$ cat config.mk
export PLATFORM = sky130hd
export DESIGN_NAME = cam_match_iter
export DESIGN_NICKNAME = d
export VERILOG_FILES = /design/src/rtl/cam_match_iter.sv
export SDC_FILE = /design/constraint.sdc
export NUM_CORES = 1
export LEC_CHECK = 0
export CAP_MARGIN = 5
export CELL_PAD_IN_SITES_DETAIL_PLACEMENT = 1
export CELL_PAD_IN_SITES_GLOBAL_PLACEMENT = 2
export CORE_ASPECT_RATIO = 1.2
export CORE_MARGIN = 2
export CORE_UTILIZATION = 36
export CTS_BUF_LIST = sky130_fd_sc_hd__clkbuf_4
export DETAILED_ROUTE_END_ITERATION = 12
export PLACE_DENSITY_LB_ADDON = 0.1
export SYNTH_ARGS = -nofsm -noshare
export SYNTH_HDL_FRONTEND = slang
export SYNTH_SLANG_ARGS = --single-unit
$ cat constraint.sdc
create_clock -name clk -period 10.7 [get_ports clk]
set_input_delay 2.14 -clock clk [delete_from_list [all_inputs] [get_ports clk]]
set_output_delay 2.14 -clock clk [all_outputs]
set_load 0.02 [all_outputs]
$ cat src/rtl/cam_match_iter.sv
// cam_match_iter: multi-match resolver for the CAM lookup path.
//
// Takes a WIDTH-bit match vector and emits the index of every set bit,
// one index per beat, in priority order (LSB-first unless MSB_FIRST = 1).
// A first-only request returns just the highest-priority match.
//
// Ports:
//   clk, rst        clock, synchronous active-high reset
//   in_valid/ready  input handshake; ready only while idle
//   in_match        match vector (bit i set = entry i matched)
//   in_first_only   sampled with the vector; emit only the top match
//   out_valid/ready output beat handshake
//   out_addr        index of the current match
//   out_hit         1 = real match, 0 = vector was all-zero
//   out_last        final beat for this vector
//   out_seq         beat number within the vector, from 0
module cam_match_iter #(
  parameter int WIDTH     = 64,
  parameter int MSB_FIRST = 0,
  parameter int ADDR_W    = $clog2(WIDTH)
) (
  input  logic              clk,
  input  logic              rst,
  input  logic              in_valid,
  output logic              in_ready,
  input  logic [WIDTH-1:0]  in_match,
  input  logic              in_first_only,
  output logic              out_valid,
  input  logic              out_ready,
  output logic [ADDR_W-1:0] out_addr,
  output logic              out_hit,
  output logic              out_last,
  output logic [ADDR_W-1:0] out_seq
);

  typedef enum logic {IDLE, SCAN} state_t;

  state_t              state_q, state_d;
  logic [WIDTH-1:0]    rem_q, rem_d;
  logic                first_q, first_d;
  logic                out_valid_q, out_valid_d;
  logic [ADDR_W-1:0]   out_addr_q, out_addr_d;
  logic                out_hit_q, out_hit_d;
  logic                out_last_q, out_last_d;
  logic [ADDR_W-1:0]   out_seq_q, out_seq_d;
  logic [WIDTH-1:0]    rem_clr;

  function automatic logic [WIDTH-1:0] rev(input logic [WIDTH-1:0] v);
    logic [WIDTH-1:0] r;
    for (int i = 0; i < WIDTH; i++) r[i] = v[WIDTH-1-i];
    return r;
  endfunction

  // One-hot of the highest-priority set bit. The lowest set bit is
  // isolated with v & -v (a single carry chain); MSB-first reuses the same
  // trick on the bit-reversed vector.
  function automatic logic [WIDTH-1:0] pick(input logic [WIDTH-1:0] v);
    logic [WIDTH-1:0] r;
    r = (MSB_FIRST != 0) ? rev(v) : v;
    r = r & (~r + WIDTH'(1));
    return (MSB_FIRST != 0) ? rev(r) : r;
  endfunction

  // One-hot to binary as an OR of the indices of set bits.
  function automatic logic [ADDR_W-1:0] enc(input logic [WIDTH-1:0] oh);
    logic [ADDR_W-1:0] a;
    a = '0;
    for (int i = 0; i < WIDTH; i++) begin
      if (oh[i]) a = a | ADDR_W'(i);
    end
    return a;
  endfunction

  // True when v has at most one bit set: that beat is the final one.
  function automatic logic at_most_one(input logic [WIDTH-1:0] v);
    return (v & (v - WIDTH'(1))) == '0;
  endfunction

  assign in_ready  = (state_q == IDLE) && !rst;
  assign out_valid = out_valid_q;
  assign out_addr  = out_addr_q;
  assign out_hit   = out_hit_q;
  assign out_last  = out_last_q;
  assign out_seq   = out_seq_q;

  // Clearing the bit being emitted uses a decode of the registered
  // out_addr, keeping one priority chain on the advance path.
  assign rem_clr = rem_q & ~(WIDTH'(1) << out_addr_q);

  always_comb begin
    state_d     = state_q;
    rem_d       = rem_q;
    first_d     = first_q;
    out_valid_d = out_valid_q;
    out_addr_d  = out_addr_q;
    out_hit_d   = out_hit_q;
    out_last_d  = out_last_q;
    out_seq_d   = out_seq_q;
    case (state_q)
      IDLE: begin
        if (in_valid) begin
          state_d     = SCAN;
          rem_d       = in_match;
          first_d     = in_first_only;
          out_valid_d = 1'b1;
          out_addr_d  = enc(pick(in_match));
          out_hit_d   = |in_match;
          out_last_d  = in_first_only || at_most_one(in_match);
          out_seq_d   = '0;
        end
      end
      SCAN: begin
        if (out_ready) begin
          if (out_last_q) begin
            state_d     = IDLE;
            out_valid_d = 1'b0;
          end else begin
            rem_d      = rem_clr;
            out_addr_d = enc(pick(rem_clr));
            out_last_d = first_q || at_most_one(rem_clr);
            out_seq_d  = out_seq_q + ADDR_W'(1);
          end
        end
      end
      default: state_d = IDLE;
    endcase
  end

  always_ff @(posedge clk) begin
    if (rst) begin
      state_q     <= IDLE;
      rem_q       <= '0;
      first_q     <= 1'b0;
      out_valid_q <= 1'b0;
      out_addr_q  <= '0;
      out_hit_q   <= 1'b0;
      out_last_q  <= 1'b0;
      out_seq_q   <= '0;
    end else begin
      state_q     <= state_d;
      rem_q       <= rem_d;
      first_q     <= first_d;
      out_valid_q <= out_valid_d;
      out_addr_q  <= out_addr_d;
      out_hit_q   <= out_hit_d;
      out_last_q  <= out_last_d;
      out_seq_q   <= out_seq_d;
    end
  end

endmodule

==> results by group, run 1 <==
Timing
  • Final Skew: approximately 0.033 ns
  • Hold_ws: 0.477 ns
  • Final setup viols: 0
  • Final Cycle Share: 0.555
  • Final setup TNS: 0 ns
  • Fin. max-slew vios: 0
  • Max-slew headroom: 0.255
  • Final min period: 5.94 ns
  • Max Fclk: 168 MHz
  • Setup ws final: ~4.8 ns
  • RSZ-0062 raised after global routing: no
  • Worst Max-Slew Pin Slew: 1.09 ns
  • Final hold vios: 0

Yosys
  • Area leader, netlist: dfxtp_1
  • Asr flop ratio synth: 0
  • Top FF cell, synth: dfxtp_1
  • Average size of a mapped cell: 6.88 um2
  • Register bit total from synthesis: 81
  • Commonest cells in the netlist: 144 x nor2_1, 135 x nand2_1, 119 x o21ai_0
  • Synth area leaders: dfxtp_1 19%, o21ai_0 6.9%, nor2_1 6.3%, nand2_1 5.9%, a21oi_1 4.5%
  • Share of the synthesized area in the top cell type: 0.188
  • Synth Instances: 1254
  • EDFF count, synth: 0
  • YS warnings: 0
  • Synth Cell Area: ~8600 um2
  • Sequential-to-total area share from yosys stat: 0.188
  • Netlist cell types: 90
  • Count leader, synth: nor2_1
  • Synthesized net count: 1324

Clock network
  • CTS Buf Count: 9
  • CTS tree: done
  • Clock Tree Root: clkbuf_4
  • Post-CTS Setup Bufs: 0
  • Hold-fix buffers, CTS: 0
  • H-tree levels: 3
  • PostCTS Resize Cnt: 0
  • Clk_lat worst skew: just over 0.5 ns
  • TritonCTS Sinks: 81
  • CTS max path bufs: 2
  • Clock transition at the registers of the reported paths: 0.14 ns

Critical path
  • Crit Path Category: in -> reg
  • Required time worst endpoint: between 10 and 15 ns
  • Worst Setup EP: out_last
  • Worst reg2reg path startpoint: out_addr[0]
  • Reg2reg path depth: 11
  • Slowest Stage Delay on Critical Path: 0.93 ns
  • Reg2reg end: out_last
  • Critical Path Source: in_match[51]
  • Critical path arrival: 6.38 ns
  • Cell family with most CP delay: simple AND/OR/NAND/NOR gates
  • Max FO, Critical Path: 5
  • Crit end category: flip-flop
  • Slowest cell on the critical path: nor4_1
  • Crit path depth: 11
  • Bufs and invs on worst path: 1
  • CP cell instances: clkdlybuf4s50_1, nor4_1, nand2_1, nor4_1, nand4b_1, o21a_1, o32a_1, or4_1, o31ai_1, nand4b_1, o21ai_1
  • R2r setup slk: 5.61 ns
  • CP startpoint kind: input port

Routing
  • Drt pass-1 iters: 5
  • DRT antenna net count: 0
  • Post-route DRC: 0
  • Vias per cell: 6.65
  • Routed via count: around 11k
  • Routed WL: 44200 um
  • WL/cell: roughly 27 um
  • DRT iter0 DRCs: 976

Placement
  • Hpwl dp: 34800 um
  • Place WS: 4.39 ns
  • Port Buffers: 84
  • Routability cong.: 0.939
  • Placed cells: 1594

Finish
  • Layout cell share with drive strength beyond 1: 0.0637
  • Fill cells: around 3k
  • Synthesis-to-layout area growth: 12.9%
  • Non-filler cells, final: 1609
  • Fin nets: roughly 1.4k

Global route
  • Remaining Overflow, GRT: 0
  • Vias in the first global route: about 10k
  • GRT Resource Usage Total: 0.343
  • Pin count of the biggest net entering global routing: 65
  • Antenna violations before repair: 1
  • First-pass GRT wire length: approximately 66000 um

Floorplanning
  • Std cell rows: 62
  • IO Count: 85
  • Die ar.: 25200 um2
  • CORE AREA: 23700 um2
  • Die width: around 150 um
  • Die Ht: 174 um
  • Initial Utilization: 0.363

Outcome
  • Status: completed

Power and ir drop
  • Power Density: 101 nW/um2
  • VDD IR-drop max: 0.0000501 V
  • Total Power: 979 uW
  • Leak: 0.00317 uW

Job
  • Max-cap violations: 0

Worst hold path
  • Hold Path Class: reg -> reg
-- logic make-up (layout without fill, tap and decap cells) --
| logic type | after synthesis | in the layout | share of synthesized area |
|---|---|---|---|
| adder cells (fa/ha/maj) | 5 | 5 | 0.00609 |
| AO/OA/AOI/OAI | 446 | 446 | 0.346 |
| flip-flops | 81 | 81 | 0.188 |
| buffers and inverters | 108 | 142 | 0.0559 |
| multiplexers | 28 | 28 | 0.0328 |
| XOR/XNOR | 3 | 3 | 0.00305 |
| AND/OR/NAND/NOR | 583 | 583 | 0.368 |
| other | 0 | 1 | 0 |
-- layer usage --
layer	global-route usage	part of all wire
met1	0.478	0.45
met2	0.527	0.44
met3	0.0311	0.057
met4	0.174	0.054
met5	0	0
-- tightest hold or removal path, delay by kind of cell (launching register included) --
kind,cells,cell delay (ns)
flops,1,0.34
simple gates,1,0.05
compound gates,1,0.05
-- power by group --
part / switching, uW / internal, uW
combinational: 303 / 154
clock: 123 / 46.3
sequential: 28.0 / 325
total: 455 / 525
-- cell usage in the layout (no fill, tap or decap), types with 33 or more instances in the layout --
cell	synthesis	routed
clkdlybuf4s50_1	0	83
o21ai_0	119	119
nor4_1	34	34
dfxtp_1	81	80
nor2_1	144	144
nand2_1	135	134
nand3_1	33	33
a21oi_1	78	78
nor3_1	50	50
a211oi_1	33	33
-- flip-flops by register name, indices dropped and copies added, names as in the netlist --
| signal | count |
|---|---|
| state_q | 1 |
| out_last | 1 |
| out_seq | 6 |
| first_q | 1 |
| out_addr | 6 |
| out_hit | 1 |
| rem_q | 64 |
| out_valid | 1 |
-- how the worst min path moves through the flow --
stage | from | to | slack, ns | cells after the start
after floorplan | first_q | first_q | 0.43 | 2
after global placement | first_q | first_q | 0.45 | 2
after detailed placement | first_q | first_q | 0.46 | 2
after CTS | first_q | first_q | 0.48 | 2
after global routing | first_q | first_q | 0.51 | 2
final | first_q | first_q | 0.48 | 2
-- per-stage QoR --
stage / area [um2] / utilization
floorplan: 8620 / -
global placement: 9630 / 0.406
detailed placement: 9630 / 0.406
CTS: 9730 / 0.410
global route: 9730 / 0.410
finish: 9730 / 0.410
-- layout make-up --
class | instances | area, um2 | share of cell area
Clock inverter | 4 | 22.5 | 0.00231
Clock buffer | 10 | 75.1 | 0.00771
Inverter | 23 | 86.3 | 0.00887
Sequential cell | 81 | 1620 | 0.167
Antenna cell | 1 | 2.50 | 0.000257
Multi-Input combinational cell | 1065 | 6530 | 0.671
Tap cell | 320 | 400 | 0.0411
Timing Repair Buffer | 105 | 993 | 0.102
No activity file was read; power rests on OpenSTA's default activity.
==> run 2, diff against run 1 <==
--- a/config.mk
+++ b/config.mk
@@ -10,7 +10,7 @@
 export CELL_PAD_IN_SITES_GLOBAL_PLACEMENT = 2
 export CORE_ASPECT_RATIO = 1.2
 export CORE_MARGIN = 2
-export CORE_UTILIZATION = 36
+export CORE_UTILIZATION = 30
 export CTS_BUF_LIST = sky130_fd_sc_hd__clkbuf_4
 export DETAILED_ROUTE_END_ITERATION = 12
 export PLACE_DENSITY_LB_ADDON = 0.1
==> constraint.sdc (replaced) <==
create_clock -name clk -period 4.8 [get_ports clk]
set_input_delay 0.96 -clock clk [delete_from_list [all_inputs] [get_ports clk]]
set_output_delay 0.96 -clock clk [all_outputs]
set_load 0.02 [all_outputs]
==> results by group, run 2 (synthesis gave the netlist of run 1 again) <==
Outcome
  • Status: completed (unchanged)

Global route
  • M3 GR Usage: 0.0360 (was 0.0311)
  • Most Used Layer, Global Route: met2 (unchanged)
  • Vias in the first global route: 11.2k (was 10.4k)
  • Remaining Overflow, GRT: 0 (unchanged)
  • Pin count of the biggest net entering global routing: 45 (was 65)
  • Met1 Use GR: 0.419 (was 0.478)
  • First-pass GRT wire length: 72700 um (was 66300 um)
  • Met2 usage: 0.525 (was 0.527)
  • GRT Resource Usage Total: 0.322 (was 0.343)
  • Antenna violations before repair: 1 (unchanged)

Floorplanning
  • CORE AREA: 28500 um2 (was 23700 um2)
  • Die width: 159 um (was 145 um)
  • Std cell rows: 68 (was 62)
  • Die ar.: 30100 um2 (was 25200 um2)
  • Die Ht: 190 um (was 174 um)
  • IO Count: 85 (unchanged)
  • Initial Utilization: 0.303 (was 0.363)

Timing
  • Final Skew: 0.0139 ns (was 0.0333 ns)
  • Max Fclk: 219 MHz
  • Setup ws final: 0.234 ns (was 4.76 ns)
  • Worst Max-Slew Pin Slew: 0.898 ns (was 1.09 ns)
  • Final setup viols: 0 (unchanged)
  • Fin. max-slew vios: 0 (unchanged)
  • Max-slew headroom: 0.394 (was 0.255)
  • Final min period: 4.57 ns
  • RSZ-0062 raised after global routing: no (unchanged)
  • Final setup TNS: 0 ns (unchanged)
  • Final Cycle Share: 0.951
  • Final hold vios: 0 (unchanged)

Critical path
  • Critical Path Source: out_addr[2] (was in_match[51])
  • Reg2reg end: out_last (unchanged)
  • CP startpoint kind: flip-flop (was input port)
  • Worst reg2reg path startpoint: out_addr[2] (was out_addr[0])
  • Reg2reg path depth: 12 (was 11)
  • CP cell instances: buf_4, and4bb_1, a21boi_0, nor3_1, o21ai_0, or4b_1, o41ai_1, o21ai_0, nor4_1, buf_4, nand4_1, o21ai_1 (was clkdlybuf4s50_1, nor4_1, nand2_1, nor4_1, nand4b_1, o21a_1, o32a_1, or4_1, o31ai_1, nand4b_1, o21ai_1)
  • Critical path arrival: 5.01 ns (was 6.38 ns)
  • R2r setup slk: 0.23 ns (was 5.61 ns)
  • Crit end category: flip-flop (unchanged)
  • Slowest cell on the critical path: dfxtp_1 (was nor4_1)
  • Cell family with most CP delay: simple AND/OR/NAND/NOR gates (unchanged)
  • Crit Path Category: reg -> reg (was in -> reg)
  • Bufs and invs on worst path: 2 (was 1)
  • Slowest Stage Delay on Critical Path: 0.87 ns (was 0.93 ns)
  • Max FO, Critical Path: 22 (was 5)
  • Required time worst endpoint: 5.24 ns (was 11.14 ns)

Power and ir drop
  • Leak: 0.00392 uW (was 0.00317 uW)
  • Sw Ratio: 0.449 (was 0.464)
  • Power Density: 213 nW/um2 (was 101 nW/um2)
  • Clock network fraction of total power: 0.170 (was 0.173)
  • VDD IR-drop max: 0.0000953 V (was 0.0000501 V)
  • Sequential Power Share: 0.342 (was 0.360)
  • Combinational share of power: 0.488 (was 0.467)
  • Sw power: 1050 uW (was 455 uW)
  • Total Power: 2340 uW (was 979 uW)
  • Internal: 1290 uW (was 525 uW)

Clock network
  • CTS max path bufs: 2 (unchanged)
  • Clk_lat worst skew: 0.49 ns (was 0.51 ns)
  • CTS Buf Count: 9 (unchanged)
  • CTS tree: done (unchanged)
  • Hold-fix buffers, CTS: 0 (unchanged)
  • H-tree levels: 3 (unchanged)
  • Clock Tree Root: clkbuf_4 (unchanged)
  • Clock transition at the registers of the reported paths: 0.15 ns (was 0.14 ns)
  • TritonCTS Sinks: 81 (unchanged)

Finish
  • Non-filler cells, final: 1828 (was 1609)
  • Layout cell share with drive strength beyond 1: 0.165 (was 0.0637)
  • Multi-input logic area: 6540 um2 (was 6530 um2)
  • Sequential standard cell area: 1620 um2 (unchanged)
  • Largest reg by FF count: rem_q (unchanged)
  • Final Cell Area: 11000 um2 (was 9730 um2)
  • Fin nets: 1507 (was 1355)
  • Most frequent cells in the layout: 173 x buf_4, 144 x nor2_1, 134 x nand2_1 (was 144 x nor2_1, 134 x nand2_1, 119 x o21ai_0)
  • Fill cells: 3636 (was 3091)
  • Most common cell after layout, fill and taps aside: buf_4 (was nor2_1)
  • Synthesis-to-layout area growth: 27.3% (was 12.9%)
  • Number of flip-flops in the largest register: 64 (unchanged)

Placement
  • Hpwl dp: 40900 um (was 34800 um)
  • Port Buffers: 84 (unchanged)
  • Placed cells: 1811 (was 1594)
  • Area of placed instances: 10900 um2 (was 9630 um2)
  • Routability cong.: 0.958 (was 0.939)
  • Place WS: 0.0308 ns (was 4.39 ns)

Routing
  • Post-route DRC: 0 (unchanged)
  • Routed WL: 49300 um (was 44200 um)
  • WL/cell: 27.0 um (was 27.5 um)
  • DRT antenna net count: 0 (unchanged)
  • Routed via count: 11.1k (was 10.7k)
  • Vias per cell: 6.07 (was 6.65)
  • Drt pass-1 iters: 7 (was 5)
  • DRT iter0 DRCs: 844 (was 976)

Worst hold path
  • HP Start: first_q (unchanged)
  • Hold Path Class: reg -> reg (unchanged)
  • Hold path endpoint: first_q (unchanged)
  • Worst hold stages: 2 (unchanged)

Job
  • Max-cap violations: 0 (unchanged)
## run 2: cell type report
class	count	share of cell area
Antenna cell	1	0.000228
Clock buffer	13	0.00889
Clock inverter	3	0.00160
Inverter	23	0.00786
Multi-Input combinational cell	1065	0.595
Sequential cell	81	0.148
Tap cell	385	0.0439
Timing Repair Buffer	257	0.194
## run 2: worst max path at each step
stage	endpoint	slack (ns)	cells after the start
global placement	out_last	0.08	14
CTS	out_last	0.37	11
detailed placement	out_last	0.03	13
global route	out_addr[2]	0.12	15
floorplan	out_last	0.95	11
finish	out_last	0.23	12
## run 2: stage by stage
stage / utilization / hold slack, ns
2_1_floorplan: - / 0.431
3_3_place_gp: 0.381 / 0.445
3_5_place_dp: 0.381 / 0.454
4_1_cts: 0.385 / 0.474
5_1_grt: 0.385 / 0.500
6_report: 0.385 / 0.472
## run 2: power by group through the flow
| stage | clock network, uW | logic [uW] | registers [uW] |
|---|---|---|---|
| finish | 399 | 1140 | 800 |
| global route | 434 | 1230 | 806 |
| CTS | 411 | 1130 | 796 |
| detailed placement | 0 | 1120 | 811 |
| global placement | 0 | 1120 | 810 |
| floorplan | 0 | 620 | 782 |
## run 2: repair_timing
item	4_1_cts	5_1_grt
setup buffers	0	0
gates resized for setup	0	1
setup endpoints to repair	0	1
## run 2: routing by layer
metal / part of all wire / routed length (um)
met5: 0 / 0
met4: 0.052 / 2580
met3: 0.044 / 2170
met2: 0.46 / 22500
met1: 0.45 / 22100
## run 2: worst register-to-register path, cell delays in order (launching register included)
cell      delay, ns
dfxtp_1        0.87
buf_4          0.32
and4bb_1       0.45
a21boi_0       0.27
nor3_1         0.19
o21ai_0        0.22
or4b_1         0.67
o41ai_1        0.40
o21ai_0        0.27
nor4_1         0.24
buf_4          0.16
nand4_1        0.26
o21ai_1        0.20
